File: config.mk
export PLATFORM = sky130hd
export DESIGN_NAME = draw_sprite_flat
export DESIGN_NICKNAME = d
export VERILOG_FILES = /design/src/rtl/vga_pkg.sv /design/src/rtl/vga_if.sv /design/src/rtl/delay.sv /design/src/rtl/sprite_attr_ctrl.sv /design/src/rtl/draw_sprite.sv /design/src/flat_wrapper.sv
export SDC_FILE = /design/constraint.sdc
export NUM_CORES = 1
export LEC_CHECK = 0
export CORE_MARGIN = 2
export CORE_UTILIZATION = 47
export CTS_BUF_LIST = sky130_fd_sc_hd__clkbuf_16
export DETAILED_ROUTE_END_ITERATION = 10
export HOLD_SLACK_MARGIN = 0.08
export PLACE_DENSITY_LB_ADDON = 0.3
export SYNTH_ARGS = -nofsm -noshare
export SYNTH_HDL_FRONTEND = slang
export SYNTH_SLANG_ARGS = --single-unit
File: constraint.sdc
create_clock -name clk -period 2.3 [get_ports clk]
set_clock_uncertainty 0.05 [all_clocks]
set_input_delay 0.23 -clock clk [delete_from_list [all_inputs] [get_ports clk]]
set_output_delay 0.23 -clock clk [all_outputs]
set_load 0.1 [all_outputs]
File: src/rtl/vga_pkg.sv
// Shared types and constants for the vga_if pixel chain.
package vga_pkg;

  // Wide enough for any animation strip the sprite stages are built with.
  localparam int SPRITE_FRAME_W = 8;

  localparam logic [11:0] KEY_RGB_DEFAULT = 12'hF0F;
  localparam logic [11:0] BLANK_RGB       = 12'h888;

  // Sprite attributes; frame is the static frame selection on input and the
  // live animation frame on the active output of sprite_attr_ctrl.
  typedef struct packed {
    logic [10:0]               xpos;
    logic [10:0]               ypos;
    logic                      mirror;
    logic                      anim_en;
    logic [SPRITE_FRAME_W-1:0] frame;
  } sprite_attr_t;

endpackage

File: src/rtl/vga_if.sv
// Pixel-chain bundle: raster timing plus 12-bit colour.
interface vga_if;
  logic [10:0] vcount;
  logic        vsync;
  logic        vblnk;
  logic [10:0] hcount;
  logic        hsync;
  logic        hblnk;
  logic [11:0] rgb;

  modport in  (input  vcount, vsync, vblnk, hcount, hsync, hblnk, rgb);
  modport out (output vcount, vsync, vblnk, hcount, hsync, hblnk, rgb);
endinterface

File: src/rtl/delay.sv
// Fixed-length register pipeline used to align side-band data with ROM reads.
module delay #(
  parameter int WIDTH   = 8,
  parameter int CLK_DEL = 1
) (
  input  logic             clk,
  input  logic             rst,
  input  logic [WIDTH-1:0] din,
  output logic [WIDTH-1:0] dout
);

  logic [WIDTH-1:0] pipe [CLK_DEL];

  // Shift din through CLK_DEL registers; cleared by the active-low reset.
  always_ff @(posedge clk or negedge rst) begin
    if (!rst) begin
      for (int i = 0; i < CLK_DEL; i++) pipe[i] <= '0;
    end else begin
      pipe[0] <= din;
      for (int i = 1; i < CLK_DEL; i++) pipe[i] <= pipe[i-1];
    end
  end

  assign dout = pipe[CLK_DEL-1];

endmodule

File: src/rtl/sprite_attr_ctrl.sv
// Double-buffered sprite attributes with vblank-start commit and frame animation.
module sprite_attr_ctrl
  import vga_pkg::*;
#(
  parameter int          FRAMES     = 4,
  parameter int          FRAME_BITS = 2,
  parameter int          ANIM_DIV   = 8,
  parameter logic [10:0] X0         = 11'd10,
  parameter logic [10:0] Y0         = 11'd10
) (
  input  logic                  clk,
  input  logic                  rst,
  input  logic [10:0]           xpos,
  input  logic [10:0]           ypos,
  input  logic                  mirror,
  input  logic                  anim_en,
  input  logic [FRAME_BITS-1:0] frame_sel,
  input  logic                  attr_valid,
  input  logic                  vblnk,
  output logic                  attr_pending,
  output sprite_attr_t          active
);

  localparam int DIV_BITS = (ANIM_DIV > 1) ? $clog2(ANIM_DIV) : 1;

  sprite_attr_t          req;
  sprite_attr_t          pend_q;
  sprite_attr_t          act_q;
  sprite_attr_t          next_act;
  sprite_attr_t          eff;
  logic                  pending_q;
  logic                  vblnk_q;
  logic                  commit_edge;
  logic                  do_commit;
  logic [DIV_BITS-1:0]   div_q;
  logic [FRAME_BITS-1:0] frame_q;
  logic                  ctrl_unused;

  // Decode the strobe, the vblank rising edge and the attributes that win it.
  always_comb begin
    req         = '{xpos: xpos, ypos: ypos, mirror: mirror, anim_en: anim_en,
                    frame: SPRITE_FRAME_W'(frame_sel)};
    commit_edge = vblnk & ~vblnk_q;
    do_commit   = commit_edge & (attr_valid | pending_q);
    // A strobe on the edge cycle bypasses the pending register.
    next_act    = attr_valid ? req : pend_q;
    eff         = do_commit ? next_act : act_q;
  end

  // Pending/active registers, commit, animation divider and frame counter.
  always_ff @(posedge clk or negedge rst) begin
    if (!rst) begin
      pend_q    <= '0;
      act_q     <= '{xpos: X0, ypos: Y0, mirror: 1'b0, anim_en: 1'b0, frame: '0};
      pending_q <= 1'b0;
      vblnk_q   <= 1'b0;
      div_q     <= '0;
      frame_q   <= '0;
    end else begin
      vblnk_q <= vblnk;
      if (commit_edge) begin
        if (do_commit) act_q <= next_act;
        pending_q <= 1'b0;
        if (eff.anim_en) begin
          if (do_commit && !act_q.anim_en) begin
            // Freshly enabled: start counting from the frame already shown.
            div_q <= '0;
          end else if (div_q == DIV_BITS'(ANIM_DIV - 1)) begin
            div_q   <= '0;
            frame_q <= (frame_q == FRAME_BITS'(FRAMES - 1)) ? '0 : frame_q + 1'b1;
          end else begin
            div_q <= div_q + 1'b1;
          end
        end else begin
          div_q   <= '0;
          frame_q <= eff.frame[FRAME_BITS-1:0];
        end
      end else if (attr_valid) begin
        pend_q    <= req;
        pending_q <= 1'b1;
      end
    end
  end

  // Publish the active attributes with the live frame number.
  always_comb begin
    active       = act_q;
    active.frame = SPRITE_FRAME_W'(frame_q);
  end

  assign attr_pending = pending_q;
  assign ctrl_unused  = ^eff.frame;

endmodule

File: src/rtl/draw_sprite.sv
// Sprite overlay stage: ROM address in stage 1, ROM data in stage 2, mux in stage 3.
module draw_sprite #(
  parameter int          WIDTH       = 48,
  parameter int          HEIGHT      = 64,
  parameter int          ADDR_X_BITS = 6,
  parameter int          ADDR_Y_BITS = 6,
  parameter int          FRAMES      = 4,
  parameter int          FRAME_BITS  = (FRAMES > 1) ? $clog2(FRAMES) : 1,
  parameter int          ANIM_DIV    = 8,
  parameter logic [11:0] KEY_RGB     = vga_pkg::KEY_RGB_DEFAULT,
  parameter bit          KEY_EN      = 1'b1,
  parameter logic [11:0] BLANK_RGB   = vga_pkg::BLANK_RGB,
  parameter logic [10:0] X0          = 11'd10,
  parameter logic [10:0] Y0          = 11'd10
) (
  input  logic                                        clk,
  input  logic                                        rst,
  input  logic [10:0]                                 xpos,
  input  logic [10:0]                                 ypos,
  input  logic                                        mirror,
  input  logic                                        anim_en,
  input  logic [FRAME_BITS-1:0]                       frame_sel,
  input  logic                                        attr_valid,
  output logic                                        attr_pending,
  input  logic [11:0]                                 rgb_pixel,
  output logic [FRAME_BITS+ADDR_Y_BITS+ADDR_X_BITS-1:0] pixel_addr,
  vga_if.in                                           in,
  vga_if.out                                          out
);

  vga_pkg::sprite_attr_t attr;

  logic signed [11:0] dx;
  logic signed [11:0] dy;
  logic [11:0]        col;
  logic               hit;
  logic               attr_unused;

  logic [38:0] pipe_in;
  logic [38:0] pipe_out;
  logic [10:0] d_vcount;
  logic        d_vsync;
  logic        d_vblnk;
  logic [10:0] d_hcount;
  logic        d_hsync;
  logic        d_hblnk;
  logic [11:0] d_rgb;
  logic        d_hit;
  logic        keyed;
  logic [11:0] rgb_nxt;

  logic [10:0] vcount_q;
  logic        vsync_q;
  logic        vblnk_q;
  logic [10:0] hcount_q;
  logic        hsync_q;
  logic        hblnk_q;
  logic [11:0] rgb_q;

  sprite_attr_ctrl #(
    .FRAMES     (FRAMES),
    .FRAME_BITS (FRAME_BITS),
    .ANIM_DIV   (ANIM_DIV),
    .X0         (X0),
    .Y0         (Y0)
  ) u_attr (
    .clk          (clk),
    .rst          (rst),
    .xpos         (xpos),
    .ypos         (ypos),
    .mirror       (mirror),
    .anim_en      (anim_en),
    .frame_sel    (frame_sel),
    .attr_valid   (attr_valid),
    .vblnk        (in.vblnk),
    .attr_pending (attr_pending),
    .active       (attr)
  );

  // Sprite-relative coordinates; negative offsets clip instead of wrapping.
  always_comb begin
    dx  = $signed({1'b0, in.hcount}) - $signed({1'b0, attr.xpos});
    dy  = $signed({1'b0, in.vcount}) - $signed({1'b0, attr.ypos});
    hit = ~dx[11] & (dx[10:0] < 11'(WIDTH)) & ~dy[11] & (dy[10:0] < 11'(HEIGHT));
    col = attr.mirror ? (12'(WIDTH - 1) - dx) : dx;
  end

  // Stage 1: register the ROM address so data returns alongside the delayed pixel.
  always_ff @(posedge clk or negedge rst) begin
    if (!rst) pixel_addr <= '0;
    else      pixel_addr <= {attr.frame[FRAME_BITS-1:0], dy[ADDR_Y_BITS-1:0],
                             col[ADDR_X_BITS-1:0]};
  end

  assign pipe_in = {in.vcount, in.vsync, in.vblnk, in.hcount, in.hsync, in.hblnk,
                    in.rgb, hit};

  delay #(
    .WIDTH   (39),
    .CLK_DEL (2)
  ) u_delay (
    .clk  (clk),
    .rst  (rst),
    .din  (pipe_in),
    .dout (pipe_out)
  );

  assign {d_vcount, d_vsync, d_vblnk, d_hcount, d_hsync, d_hblnk, d_rgb, d_hit} = pipe_out;

  // Colour select: blanking first, then opaque sprite pixel, else background.
  always_comb begin
    keyed   = KEY_EN && (rgb_pixel == KEY_RGB);
    rgb_nxt = d_rgb;
    if (d_vblnk || d_hblnk)  rgb_nxt = BLANK_RGB;
    else if (d_hit && !keyed) rgb_nxt = rgb_pixel;
  end

  // Stage 3: registered outputs.
  always_ff @(posedge clk or negedge rst) begin
    if (!rst) begin
      vcount_q <= '0;
      vsync_q  <= 1'b0;
      vblnk_q  <= 1'b0;
      hcount_q <= '0;
      hsync_q  <= 1'b0;
      hblnk_q  <= 1'b0;
      rgb_q    <= '0;
    end else begin
      vcount_q <= d_vcount;
      vsync_q  <= d_vsync;
      vblnk_q  <= d_vblnk;
      hcount_q <= d_hcount;
      hsync_q  <= d_hsync;
      hblnk_q  <= d_hblnk;
      rgb_q    <= rgb_nxt;
    end
  end

  assign out.vcount = vcount_q;
  assign out.vsync  = vsync_q;
  assign out.vblnk  = vblnk_q;
  assign out.hcount = hcount_q;
  assign out.hsync  = hsync_q;
  assign out.hblnk  = hblnk_q;
  assign out.rgb    = rgb_q;

  // The stage only needs position, mirror and the low frame bits.
  assign attr_unused = ^{attr.anim_en, attr.frame};

endmodule
File: src/flat_wrapper.sv
// flat-port wrapper written by rule: the top's interface ports become plain ports
module draw_sprite_flat 
#(
  parameter int          WIDTH       = 48,
  parameter int          HEIGHT      = 64,
  parameter int          ADDR_X_BITS = 6,
  parameter int          ADDR_Y_BITS = 6,
  parameter int          FRAMES      = 4,
  parameter int          FRAME_BITS  = (FRAMES > 1) ? $clog2(FRAMES) : 1,
  parameter int          ANIM_DIV    = 8,
  parameter logic [11:0] KEY_RGB     = vga_pkg::KEY_RGB_DEFAULT,
  parameter bit          KEY_EN      = 1'b1,
  parameter logic [11:0] BLANK_RGB   = vga_pkg::BLANK_RGB,
  parameter logic [10:0] X0          = 11'd10,
  parameter logic [10:0] Y0          = 11'd10
)
  (clk, rst, xpos, ypos, mirror, anim_en, frame_sel, attr_valid, attr_pending, rgb_pixel, pixel_addr, in_vcount, in_vsync, in_vblnk, in_hcount, in_hsync, in_hblnk, in_rgb, out_vcount, out_vsync, out_vblnk, out_hcount, out_hsync, out_hblnk, out_rgb);
  vga_if in_i ();
  vga_if out_i ();
  input  logic clk;
  input  logic rst;
  input  logic [10:0] xpos;
  input  logic [10:0] ypos;
  input  logic mirror;
  input  logic anim_en;
  input  logic [FRAME_BITS-1:0] frame_sel;
  input  logic attr_valid;
  output logic attr_pending;
  input  logic [11:0] rgb_pixel;
  output logic [FRAME_BITS+ADDR_Y_BITS+ADDR_X_BITS-1:0] pixel_addr;
  input wire logic [$bits(in_i.vcount)-1:0] in_vcount;
  input wire logic [$bits(in_i.vsync)-1:0] in_vsync;
  input wire logic [$bits(in_i.vblnk)-1:0] in_vblnk;
  input wire logic [$bits(in_i.hcount)-1:0] in_hcount;
  input wire logic [$bits(in_i.hsync)-1:0] in_hsync;
  input wire logic [$bits(in_i.hblnk)-1:0] in_hblnk;
  input wire logic [$bits(in_i.rgb)-1:0] in_rgb;
  output wire logic [$bits(out_i.vcount)-1:0] out_vcount;
  output wire logic [$bits(out_i.vsync)-1:0] out_vsync;
  output wire logic [$bits(out_i.vblnk)-1:0] out_vblnk;
  output wire logic [$bits(out_i.hcount)-1:0] out_hcount;
  output wire logic [$bits(out_i.hsync)-1:0] out_hsync;
  output wire logic [$bits(out_i.hblnk)-1:0] out_hblnk;
  output wire logic [$bits(out_i.rgb)-1:0] out_rgb;
  assign in_i.vcount = in_vcount;
  assign in_i.vsync = in_vsync;
  assign in_i.vblnk = in_vblnk;
  assign in_i.hcount = in_hcount;
  assign in_i.hsync = in_hsync;
  assign in_i.hblnk = in_hblnk;
  assign in_i.rgb = in_rgb;
  assign out_vcount = out_i.vcount;
  assign out_vsync = out_i.vsync;
  assign out_vblnk = out_i.vblnk;
  assign out_hcount = out_i.hcount;
  assign out_hsync = out_i.hsync;
  assign out_hblnk = out_i.hblnk;
  assign out_rgb = out_i.rgb;
  draw_sprite #(.WIDTH(WIDTH), .HEIGHT(HEIGHT), .ADDR_X_BITS(ADDR_X_BITS), .ADDR_Y_BITS(ADDR_Y_BITS), .FRAMES(FRAMES), .FRAME_BITS(FRAME_BITS), .ANIM_DIV(ANIM_DIV), .KEY_RGB(KEY_RGB), .KEY_EN(KEY_EN), .BLANK_RGB(BLANK_RGB), .X0(X0), .Y0(Y0)) u_core (.clk(clk), .rst(rst), .xpos(xpos), .ypos(ypos), .mirror(mirror), .anim_en(anim_en), .frame_sel(frame_sel), .attr_valid(attr_valid), .attr_pending(attr_pending), .rgb_pixel(rgb_pixel), .pixel_addr(pixel_addr), .in(in_i), .out(out_i));
endmodule
### Word-level counts from Yosys, hierarchy flattened

Cells that the tools add are included.

| word-level totals | value |
|---|---|
| register bits | 201 |
| input bits | 79 |
| output and inout bits | 53 |
| word-level logic and storage cells | 68 |

| cells by class | value |
|---|---|
| $add $sub $neg | 5 |
| magnitude comparators | 2 |
| equality and inequality tests | 5 |
| multiplexer cells | 14 |
| bitwise operators | 9 |
| reduce and logical (&&, ||, !) cells | 8 |

Operators by type and width:

| operator | number |
|---|---|
| 32-bit 2-to-1 mux | 1 |
| 12-bit 2-to-1 mux | 2 |
| 11-bit by 11-bit subtractor with 12-bit output | 2 |
| 12-bit == test (second input constant) | 1 |
| 11-bit by 6-bit less-than comparator with 1-bit output (second input constant) | 1 |
| 11-bit by 7-bit less-than comparator with 1-bit output (second input constant) | 1 |
| 3-bit 2-to-1 mux | 3 |
| 9-bit 2-to-1 mux | 1 |
| 2-bit 2-to-1 mux | 4 |
| 6-bit 2-to-1 mux | 1 |
| 6-bit subtractor (first input constant) | 1 |
| 1-bit AND | 5 |
| 3-bit by 1-bit adder with 3-bit output (second input constant) | 1 |
| 3-bit == test (second input constant) | 1 |
| 1-bit inverter | 3 |
| 3-bit AND reduction | 1 |
| 2-bit by 1-bit adder with 2-bit output (second input constant) | 1 |
| 2-bit == test (second input constant) | 1 |
| 1-bit logical AND | 2 |
| 1-bit zero test | 2 |
| 1-bit 2-to-1 mux | 2 |
| 2-bit by 1-bit != test with 1-bit output (second input constant) | 1 |
| 2-bit != test (second input constant) | 1 |
| 2-bit AND reduction | 1 |
| 3 further kinds | 3 |

### Longest topological paths before layout

Gate-level depths: netlist of the first run.

| depth | value |
|---|---|
| word-level depth | 6 |
| gate-level depth with buffers | 10 |
| mapped depth without buffers | 10 |

### Cells and area by module

A second synthesis of the first run with hierarchy kept.

| second synthesis, totals | value |
|---|---|
| cell total of the unflattened synthesis | 607 |
| area, all modules | 7703.6 um^2 |

By module, submodules not included:

| module | instances | cells an instance | area each (um^2) | sequential area each (um^2) |
|---|---|---|---|---|
| sprite_attr_ctrl | 1 | 232 | 2745.1 | 1481.4 |
| draw_sprite | 1 | 258 | 2713.9 | 1301.2 |
| delay | 1 | 117 | 2244.7 | 1951.9 |

### Worst setup path before layout of the first run

Ideal clock, no wire load.

| timing | value |
|---|---|
| path kind | reg2reg |
| start | reg u_core.u_attr.act_q, in the netlist u_core.u_attr.active[11] |
| end | reg u_core.u_delay.pipe[39] in the netlist's numbering |
| setup time | 0.111 ns |
| arrival time | 2.279 ns |
| data required time | 2.139 ns |
| setup slack | -0.141 ns |
| cell stages (with the launch flop) | 10 |
| buffers on the path | 0 |
| clock period less this slack | 2.441 ns |
| path through | dfstp_2 -> inv_1 -> ha_1 -> nor2b_1 -> o21ai_1 -> o211ai_2 -> or4_1 -> a32oi_1 -> nand4_1 -> a2111oi_2 |

| between the ends | value |
|---|---|
| cells in the longest elaborated chain, start to end | 4 |
| elaborated cells between the ends (all ways) | 5 |
| classes of those cells | add/sub (1); order compare (1); bitwise (3) |

Ends and longest elaborated chain:

| item | line | text |
|---|---|---|
| start: declaration | sprite_attr_ctrl.sv:28 | `sprite_attr_t act_q;` |
| start signal: assignment | sprite_attr_ctrl.sv:54 | `act_q <= '{xpos: X0, ypos: Y0, mirror: 1'b0, anim_en: 1'b0, frame: '0};` |
| start signal: assignment | sprite_attr_ctrl.sv:62 | `if (do_commit) act_q <= next_act;` |
| 11-bit by 11-bit subtractor with 12-bit output (*) | draw_sprite.sv:83 | `dy = $signed({1'b0, in.vcount}) - $signed({1'b0, attr.ypos});` |
| branches (longest 2 deep; another with 11-bit by 7-bit less-than comparator with 1-bit output) | - |  |
| 1-bit AND (*) | draw_sprite.sv:84 | `hit = ~dx[11] & (dx[10:0] < 11'(WIDTH)) & ~dy[11] & (dy[10:0] < 11'(HEIGHT));` |
| named net u_core.hit | draw_sprite.sv:36 | `logic hit;` |
| end: declaration | delay.sv:12 | `logic [WIDTH-1:0] pipe [CLK_DEL];` |

Mark *: on every way through the listed nets, which the timed path passes.
A chain may end at the register's enable or synchronous reset.

### Worst setup path in the final report of the first run

Ends and elaborated chain as after synthesis.

==> flow_metrics.tcl, run 1 <==
set metrics [dict create \
    drt_iter0_markers 199 \
    syn_avg_cell_area_um2 13.3 \
    path_class "reg -> reg" \
    cts_root_buf "clkbuf_16" \
    yosys_warnings 0 \
    r2r_cells 9 \
    synth_area_leaders "dfrtp_1, mux2i_1, ha_1" \
    crit_path_end_kind "flop" \
    min_from "in_rgb[1]" \
    firstDrtPassIters 4 \
    rsz0062_at_grt "true" \
    die_width_um 127 \
    synthFlopType "dfrtp_1" \
    holdCritPathClass "in -> reg" \
    hold_viol_final 0 \
    num_antenna_cells 0 \
    status "finished, violations left" \
    power.density_nw_per_um2 1030 \
    synth_top_area_share 0.645 \
    grt_usage 0.187 \
    cts_tree "built" \
    r2r-start "u_core.u_attr.active[11]" \
    slew_viol_final 0 \
    final_core_util 0.642 \
    synthArstFlopShare 1.00 \
    core_um2 15000 \
    dp_worst_setup_slack_ps -541 \
    vias 4553 \
    ir_worst_vdd_mv 0.909 \
    drive_gt1_frac 0.260 \
    htree_num_levels 4 \
    synth_largest_area_cell "dfrtp_1" \
    grt_pass1_wl_mm 23.4 \
    cp_max_fo 4 \
    die-area_um2 16200 \
    finalWorstSetupSlack_ps -133 \
    relSlewSlack 0.600 \
    fin_crit_sh 1.06 \
    holdWs_ps 184 \
    ys_ff_latch 188 \
    gr-total-overflow 0 \
    antenna_found_initial 0 \
    r2r_slack_ps -130 \
    path_cells "inv_1 > ha_1 > nor2b_1 > o21ai_2 > o211ai_2 > or4_4 > a32oi_2 > nand4_1 > a2111oi_2" \
    routabilityCongestion 0.909 \
    drc 0 \
    fin_crit_ps 2430 \
    r2r-end "u_core.u_delay.pipe[39]" \
    hold_path_end "u_core.u_delay.pipe[41]" \
    cts.clk_slew.worst_paths_ps 70 \
    ys_types 57 \
    crit_path_max_incr_delay_ps 530 \
    die_h_um 127 \
    start_kind "flop" \
    synth_edf_count 0 \
    viasPerCell 4.89 \
    final_cell_area_um2 9650 \
    syn2layout_area_growth_pct 35.2 \
    fin_nets 836 \
    synth_area_um2 7140 \
    dpl-instance-area_um2 8990 \
    crit_arrival_ps 2700 \
    postSynthCellCount 535 \
    tightest_slew_ps 600 \
    clock_tree.buffer_depth 2 \
    synth_nets 641 \
    post_cts_buffers 0 \
    finalSetupViolations 1 \
    max_freq_mhz 411 \
    setup_tns_ps -133 \
    post-dp-hpwl_mm 10.4 \
    io_pins 132 \
    start_util 0.475 \
    ys_seq_area_frac 0.660 \
    num_rows 45 \
    nFillCells 1139 \
    cts_num_sinks 188 \
    required_ps 2560 \
    port_buffers 131 \
    maxCapViolations 0 \
    grt_max_degree 76 \
    clk_latency_ps 430 \
    grt_pass1_vias 4695 \
    min_path_cells 1 \
    ant_nets 0 \
    critPathSlowestCell "dfstp_2" \
    violations "negative setup slack" \
    avgRoutedWirePerCell_um 15.2 \
    leakagePower_nw 4.57 \
    wl_mm 14.1 \
    numCtsBuffers 17 \
]
[power breakdown]
part           switching [W]  internal [W]  leakage, nW
combinational        0.00198       0.00109         2.08
clock                0.00136       0.00167        0.306
sequential          0.000178       0.00371         2.19
[layout make-up]
class,count,area [um2],share of cell area
Sequential cell,188,4710,0.488
Clock buffer,17,425,0.0441
Clock inverter,15,201,0.0209
Tap cell,188,235,0.0244
Inverter,28,105,0.0109
Timing Repair Buffer,191,1660,0.172
Multi-Input combinational cell,304,2320,0.240
[worst max-delay path, delay by kind of cell, from the launching register on]
kind | cells | cell delay, ps
compound gates | 4 | 740
simple gates | 3 | 700
flops | 1 | 530
fa+ha+maj | 1 | 250
buf+inv | 1 | 40
[synthesized netlist by cell type, drive strengths merged (2+ instances only)]
| cell | number |
|---|---|
| o31ai | 2 |
| o21a | 6 |
| nand2b | 3 |
| buf | 9 |
| nor2 | 47 |
| o21ai | 12 |
| mux2 | 26 |
| a21o | 7 |
| or3 | 2 |
| nand3b | 2 |
| clkbuf | 6 |
| nor3 | 4 |
| nor2b | 7 |
| xor2 | 7 |
| a211oi | 2 |
| nand4 | 3 |
| o22ai | 2 |
| nor3b | 2 |
| xnor2 | 9 |
| nand3 | 2 |
| mux2i | 38 |
| ha | 25 |
| dfstp | 4 |
| dfrtp | 184 |
| nand4b | 2 |
| a21oi | 41 |
| a21boi | 2 |
| nand2 | 27 |
| inv | 28 |
| or4 | 2 |
| o211ai | 2 |
| fa | 2 |
[cells in the final DEF (no fill, tap or decap), drive strengths merged, types with 3 or more instances in the layout]
cell           count
a21o               7
a21oi             41
buf              113
clkbuf            18
clkdlybuf4s50     76
clkinv             6
dfrtp            184
dfstp              4
ha                25
inv               35
mux2              26
mux2i             38
nand2             27
nand2b             3
nand4              3
nor2              47
nor2b              7
nor3               4
o21a               6
o21ai             12
xnor2              9
xor2               7
[logic make-up (layout without fill, tap and decap cells)]
family / Yosys count / in the layout / synth area share
AO/OA/AOI/OAI: 88 / 88 / 0.0799
XOR/XNOR: 16 / 16 / 0.0196
adder cells (fa/ha/maj): 27 / 27 / 0.0494
buffers and inverters: 43 / 251 / 0.0240
flip-flops: 188 / 188 / 0.660
multiplexers: 64 / 64 / 0.0943
AND/OR/NAND/NOR: 109 / 109 / 0.0728
[sequential cells by signal (all words and copies together) (netlist names)]
| signal | cells |
|---|---|
| u_core.u_delay.dout | 39 |
| u_core.u_delay.pipe | 39 |
| u_core.u_attr.pend_q | 26 |
| u_core.u_attr.active | 24 |
| u_core.pixel_addr | 14 |
| u_core.out.rgb | 12 |
| u_core.out.hcount | 11 |
| u_core.out.vcount | 11 |
| u_core.u_attr.div_q | 3 |
| u_core.u_attr.act_q | 2 |
| u_core.u_attr.frame_q | 2 |
| u_core.out.hblnk | 1 |
| u_core.out.hsync | 1 |
| u_core.out.vblnk | 1 |
| u_core.out.vsync | 1 |
| u_core.u_attr.attr_pending | 1 |
[worst max-delay path by stage]
stage                                  start                       to  depth (start not counted)  slack, ps
global placement                in_vcount[0]  u_core.u_delay.pipe[39]                         11       -430
global route        u_core.u_attr.active[11]  u_core.u_delay.pipe[39]                          9       -320
finish              u_core.u_attr.active[11]  u_core.u_delay.pipe[39]                          9       -130
CTS                 u_core.u_attr.active[11]  u_core.u_delay.pipe[39]                          9       -150
floorplan           u_core.u_attr.active[11]  u_core.u_delay.pipe[39]                          9         -1
detailed placement              in_vcount[0]  u_core.u_delay.pipe[39]                         11       -540
[through the flow]
stage | instances | total power (W)
3_5_place_dp | 898 | 0.00701
5_1_grt | 931 | 0.0105
4_1_cts | 931 | 0.0101
6_report | 931 | 0.00998
2_1_floorplan | 535 | 0.00601
3_3_place_gp | 898 | 0.00693
[metal layers]
metal | vias to the layer above | GRT usage | part of all wire
met2 | 107 | 0.301 | 0.48
met1 | 2197 | 0.248 | 0.45
met4 | 0 | 0.0614 | 0.017
met5 | - | 0 | 0
li1 | 2230 | - | -
met3 | 19 | 0.0528 | 0.046
[what timing repair did]
item | CTS | global route
endpoints found under the hold margin | 69 | 0
gates cloned | 0 | 0
setup endpoints to repair | 1 | 1
hold buffers | 1 | 0
pin swaps | 2 | 0
gates resized for setup | 3 | 3
(Power assumes the default switching activity.)
==> run 2, diff against run 1 <==
- CORE_ASPECT_RATIO: unset -> 1.25
==> flow_metrics.tcl, run 2 (synthesis results as in run 1) <==
set metrics [dict create \
    status "finished, violations left" \
    violations "negative setup slack" \
    cts_root_buf "clkbuf_16" \
    crit_cells 9 \
    gr-total-overflow 0 \
    rsz0062_at_grt "true" \
    cts_num_sinks 188 \
    slew_viol_final 0 \
    clock_tree.buffer_depth 2 \
    firstDrtPassIters 4 \
    final_core_util 0.645 \
    core_um2 14900 \
    io_pins 132 \
    cp_num_buf_inv 1 \
    r2r_cells 9 \
    r2r-start "u_core.u_attr.active[11]" \
    finalSetupViolations 1 \
    cp-startpoint "u_core.u_attr.active[11]" \
    path_class "reg -> reg" \
    num_antenna_cells 0 \
    start_util 0.479 \
    die-area_um2 16200 \
    fin_nets 833 \
    cp_max_fo 4 \
    grt_max_degree 73 \
    syn2layout_area_growth_pct 34.5 \
    holdCritPathClass "in -> reg" \
    mostFrequentLayoutCells "dfrtp_1, buf_4, clkdlybuf4s50_1" \
    hold_viol_final 0 \
    cts_tree "built" \
    final_cell_area_um2 9600 \
    final_common_cell "dfrtp_1" \
    crit_path_end_kind "flop" \
    crit_path_max_incr_delay_ps 530 \
    fin_crit_ps 2400 \
    required_ps 2560 \
    ant_nets 0 \
    viasPerCell 5.02 \
    avgRoutedWirePerCell_um 14.8 \
    power.density_nw_per_um2 1040 \
    die_width_um 114 \
    crit_family "compound AO/OA/AOI/OAI gates" \
    critPathSlowestCell "dfstp_2" \
    leakagePower_nw 4.55 \
    start_kind "flop" \
    relSlewSlack 0.626 \
    ir_worst_vdd_mv 0.722 \
    maxCapViolations 0 \
    htree_num_levels 4 \
    finalWorstSetupSlack_ps -102 \
    vias 4618 \
    grt_pass1_wl_mm 22.1 \
    cts.clk_slew.worst_paths_ps 70 \
    grt_pass1_vias 4808 \
    r2r_slack_ps -100 \
    crit_end "u_core.u_delay.pipe[39]" \
    max_freq_mhz 416 \
    antenna_found_initial 0 \
    tightest_slew_ps 562 \
    routabilityCongestion 0.885 \
    power.total_w 0.00996 \
    die_h_um 142 \
    wl_mm 13.7 \
    numCtsBuffers 17 \
    r2r-end "u_core.u_delay.pipe[39]" \
    port_buffers 131 \
    crit_arrival_ps 2670 \
    clk_latency_ps 420 \
    post-dp-hpwl_mm 10.2 \
    drc 0 \
    fin_crit_sh 1.04 \
    drive_gt1_frac 0.252 \
    path_cells "inv_1 > ha_1 > nor2b_1 > o21ai_2 > o211ai_2 > or4_4 > a32oi_2 > nand4_1 > a2111oi_2" \
    grt_usage 0.178 \
    dpl-instance-area_um2 8950 \
    num_rows 50 \
    drt_iter0_markers 220 \
]
==> run 2: changes by cell type in the layout (fill, tap and decap cells not counted), sizes merged <==
| cell | change |
|---|---|
| buf | -3 |
| clkinvlp | +1 |
| bufinv | +2 |
| inv | -2 |
| clkinv | -3 |
==> run 2: area by class of cell <==
| type | count | area (um2) |
|---|---|---|
| repair buffers | 188 | 1630 |
| multi-input cells | 304 | 2310 |
| well taps | 182 | 228 |
| flip-flops and latches | 188 | 4710 |
| inverters | 28 | 105 |
| clock inverters | 13 | 188 |
| fillers | 1117 | 5290 |
| clock buffers | 17 | 425 |
==> run 2: power breakdown <==
group / total [W] / switching, W / internal [W] / leakage (nW)
registers: 0.00388 / 0.000170 / 0.00371 / 2.19
clock network: 0.00302 / 0.00120 / 0.00182 / 0.303
logic: 0.00306 / 0.00198 / 0.00109 / 2.06
==> run 2: worst min-delay path by stage <==
stage	depth (start not counted)	end	slack, ps	startpoint
finish	1	u_core.u_delay.pipe[45]	200	in_rgb[5]
global route	1	u_core.u_delay.pipe[41]	170	in_rgb[1]
CTS	1	u_core.u_delay.pipe[45]	180	in_rgb[5]
detailed placement	1	u_core.out.hsync	220	rst
global placement	1	u_core.out.vsync	210	rst
floorplan	0	u_core.out.hblnk	-120	rst
==> run 2: stage by stage <==
stage | setup slack (ps) | TNS, ps | cells | hold slack, ps
detailed placement | -513 | -747 | 887 | 224
CTS | -113 | -113 | 920 | 177
global route | -297 | -297 | 920 | 169
finish | -102 | -102 | 920 | 195
floorplan | -1.11 | -1.11 | 535 | -116
global placement | -407 | -554 | 887 | 214
==> run 2: what timing repair did <==
action                                 CTS  global route
gates resized for setup                  2             3
setup endpoints to repair                1             1
buffers inserted                         2             0
hold buffers                             1             0
endpoints found under the hold margin   68             0
pin swaps                                5             0
==> run 2: worst register-to-register path: cells and delay by family, from the launching register on <==
kind	cells	cell delay [ps]
flops	1	530
buf+inv	1	40
fa+ha+maj	1	250
compound gates	4	730
simple gates	3	710
==> run 2: per-layer routing <==
layer,vias to the layer above,part of all wire,track usage,routed length (um)
met5,-,0,0,0
met4,0,0.023,0.0770,314
met3,24,0.051,0.0525,692
met2,151,0.52,0.303,7040
met1,2224,0.41,0.208,5610
li1,2219,-,-,-
==> run 3, diff against run 2 <==
- GPL_TIMING_DRIVEN: unset -> 0
==> flow_metrics.tcl, run 3 (synthesis results as in run 1) <==
set metrics [dict create \
    status "finished, violations left" \
    violations "negative setup slack" \
    wl_mm 14.0 \
    antenna_found_initial 0 \
    cp_max_fo 2 \
    io_pins 132 \
    viasPerCell 5.05 \
    post-dp-hpwl_mm 10.0 \
    port_buffers 131 \
    crit_arrival_ps 2750 \
    relSlewSlack 0.331 \
    cts.clk_slew.worst_paths_ps 70 \
    cts_num_sinks 188 \
    syn2layout_area_growth_pct 32.5 \
    die_width_um 114 \
    power.density_nw_per_um2 1020 \
    die-area_um2 16200 \
    grt_pass1_vias 4749 \
    fin_crit_ps 2490 \
    fin_cells 895 \
    required_ps 2560 \
    path_class "reg -> reg" \
    r2r-start "u_core.u_attr.active[10]" \
    r2r_slack_ps -190 \
    htree_num_levels 4 \
    r2r_cells 9 \
    finalWorstSetupSlack_ps -193 \
    grt_max_degree 131 \
    holdCritPathClass "in -> reg" \
    tightest_slew_ps 1000 \
    clock_tree.buffer_depth 2 \
    p_comb_frac 0.313 \
    start_util 0.479 \
    numCtsBuffers 17 \
    power_frac_seq 0.403 \
    rsz0062_at_grt "true" \
    hold_viol_final 0 \
    switchingPower_w 0.00345 \
    max_freq_mhz 401 \
    ir_worst_vdd_mv 0.782 \
    crit_path_end_kind "flop" \
    place_inst 849 \
    mostFrequentLayoutCells "dfrtp_1, clkdlybuf4s50_1, nor2_1" \
    slew_viol_final 0 \
    r2r-end "u_core.u_delay.pipe[39]" \
    num_antenna_cells 0 \
    gr-total-overflow 0 \
    power.internal_w 0.00615 \
    fin_nets 806 \
    drive_gt1_frac 0.147 \
    num_rows 50 \
    setup_tns_ps -308 \
    min_path_cells 1 \
    routabilityCongestion 0.854 \
    start_kind "flop" \
    grt_pass1_wl_mm 23.3 \
    firstDrtPassIters 4 \
    finalSetupViolations 2 \
    clockPowerShare 0.284 \
    maxCapViolations 0 \
    drc 0 \
    hold_path_end "u_core.u_delay.pipe[66]" \
    ant_nets 0 \
    dp_worst_setup_slack_ps -658 \
    final_common_cell "dfrtp_1" \
    clk_latency_ps 420 \
    vias 4522 \
    leakagePower_nw 4.30 \
    fin_crit_sh 1.08 \
    avgRoutedWirePerCell_um 15.6 \
    min_from "in_vsync" \
    die_h_um 142 \
    grt_usage 0.186 \
    p_sw_frac 0.359 \
    drt_iter0_markers 257 \
    cts_root_buf "clkbuf_16" \
    cts_tree "built" \
    core_um2 14900 \
]
## run 3: changes by cell type in the layout (fill, tap and decap cells not counted), moves of 3 or more
cell / previous run / this run
buf_4: 107 / 13
clkdlybuf4s50_1: 76 / 130
buf_1: 0 / 4
bufinv_16: 4 / 0
clkbuf_2: 0 / 4
clkbuf_1: 0 / 3
ha_1: 23 / 20
inv_6: 3 / 6
## run 3: power groups by stage
stage	Sequential, W	Combinational (W)	Clock [W]
global placement	0.00393	0.00279	0
floorplan	0.00500	0.00100	0
CTS	0.00388	0.00298	0.00280
global route	0.00392	0.00321	0.00294
detailed placement	0.00394	0.00287	0
finish	0.00387	0.00301	0.00272
## run 3: layout make-up
cell class / instances / area, um2
multi-input cells: 304 / 2340
plain buffers: 15 / 72.6
clock buffers: 17 / 425
well taps: 182 / 228
flip-flops and latches: 188 / 4710
fillers: 1147 / 5430
repair buffers: 146 / 1450
inverters: 28 / 105
clock inverters: 15 / 125
## run 3: worst max-delay path: stages (launching register included)
cell and delay, ps:
dfrtp_1 390, ha_2 190, fa_2 380, nor2b_2 170
o21bai_1 130, a21boi_1 190, mux2i_1 350, o21a_1 210
nand4_1 100, a2111oi_2 210
## run 3: what timing repair did
action / 4_1_cts / 5_1_grt
hold buffers: 1 / 0
pin swaps: 6 / 1
hold endpoints to repair: 58 / 0
endpoints found under the setup margin: 24 / 43
buffers inserted: 12 / 1
resized for setup: 11 / 9
## run 3: how the worst max path moves through the flow
stage | from | endpoint | slack [ps] | depth (start not counted)
floorplan | u_core.u_attr.active[11] | u_core.u_delay.pipe[39] | -1 | 9
global placement | rst | u_core.u_attr.pend_q[22] | -6230 | 1
detailed placement | in_vcount[0] | u_core.u_delay.pipe[39] | -660 | 11
CTS | u_core.u_attr.active[10] | u_core.u_delay.pipe[39] | -120 | 9
global route | u_core.u_attr.active[11] | u_core.u_delay.pipe[39] | -360 | 9
finish | u_core.u_attr.active[10] | u_core.u_delay.pipe[39] | -190 | 9
## run 3: metrics by stage
| step | hold WS (ps) | instance area (um2) | utilization | total power [W] |
|---|---|---|---|---|
| after floorplan | -116 | 7170 | - | 0.00601 |
| after global placement | 282 | 8700 | 0.585 | 0.00672 |
| after detailed placement | 133 | 8740 | 0.587 | 0.00681 |
| after CTS | 171 | 9420 | 0.633 | 0.00966 |
| after global routing | 168 | 9460 | 0.635 | 0.0101 |
| final | 197 | 9460 | 0.635 | 0.00960 |
## run 3: metal layers
layer  routed length (um)  share of wire  track usage
met3                  603          0.043       0.0461
met1                 5870           0.42        0.224
met4                  290          0.021       0.0796
met2                 7190           0.52        0.319
met5                    0              0            0
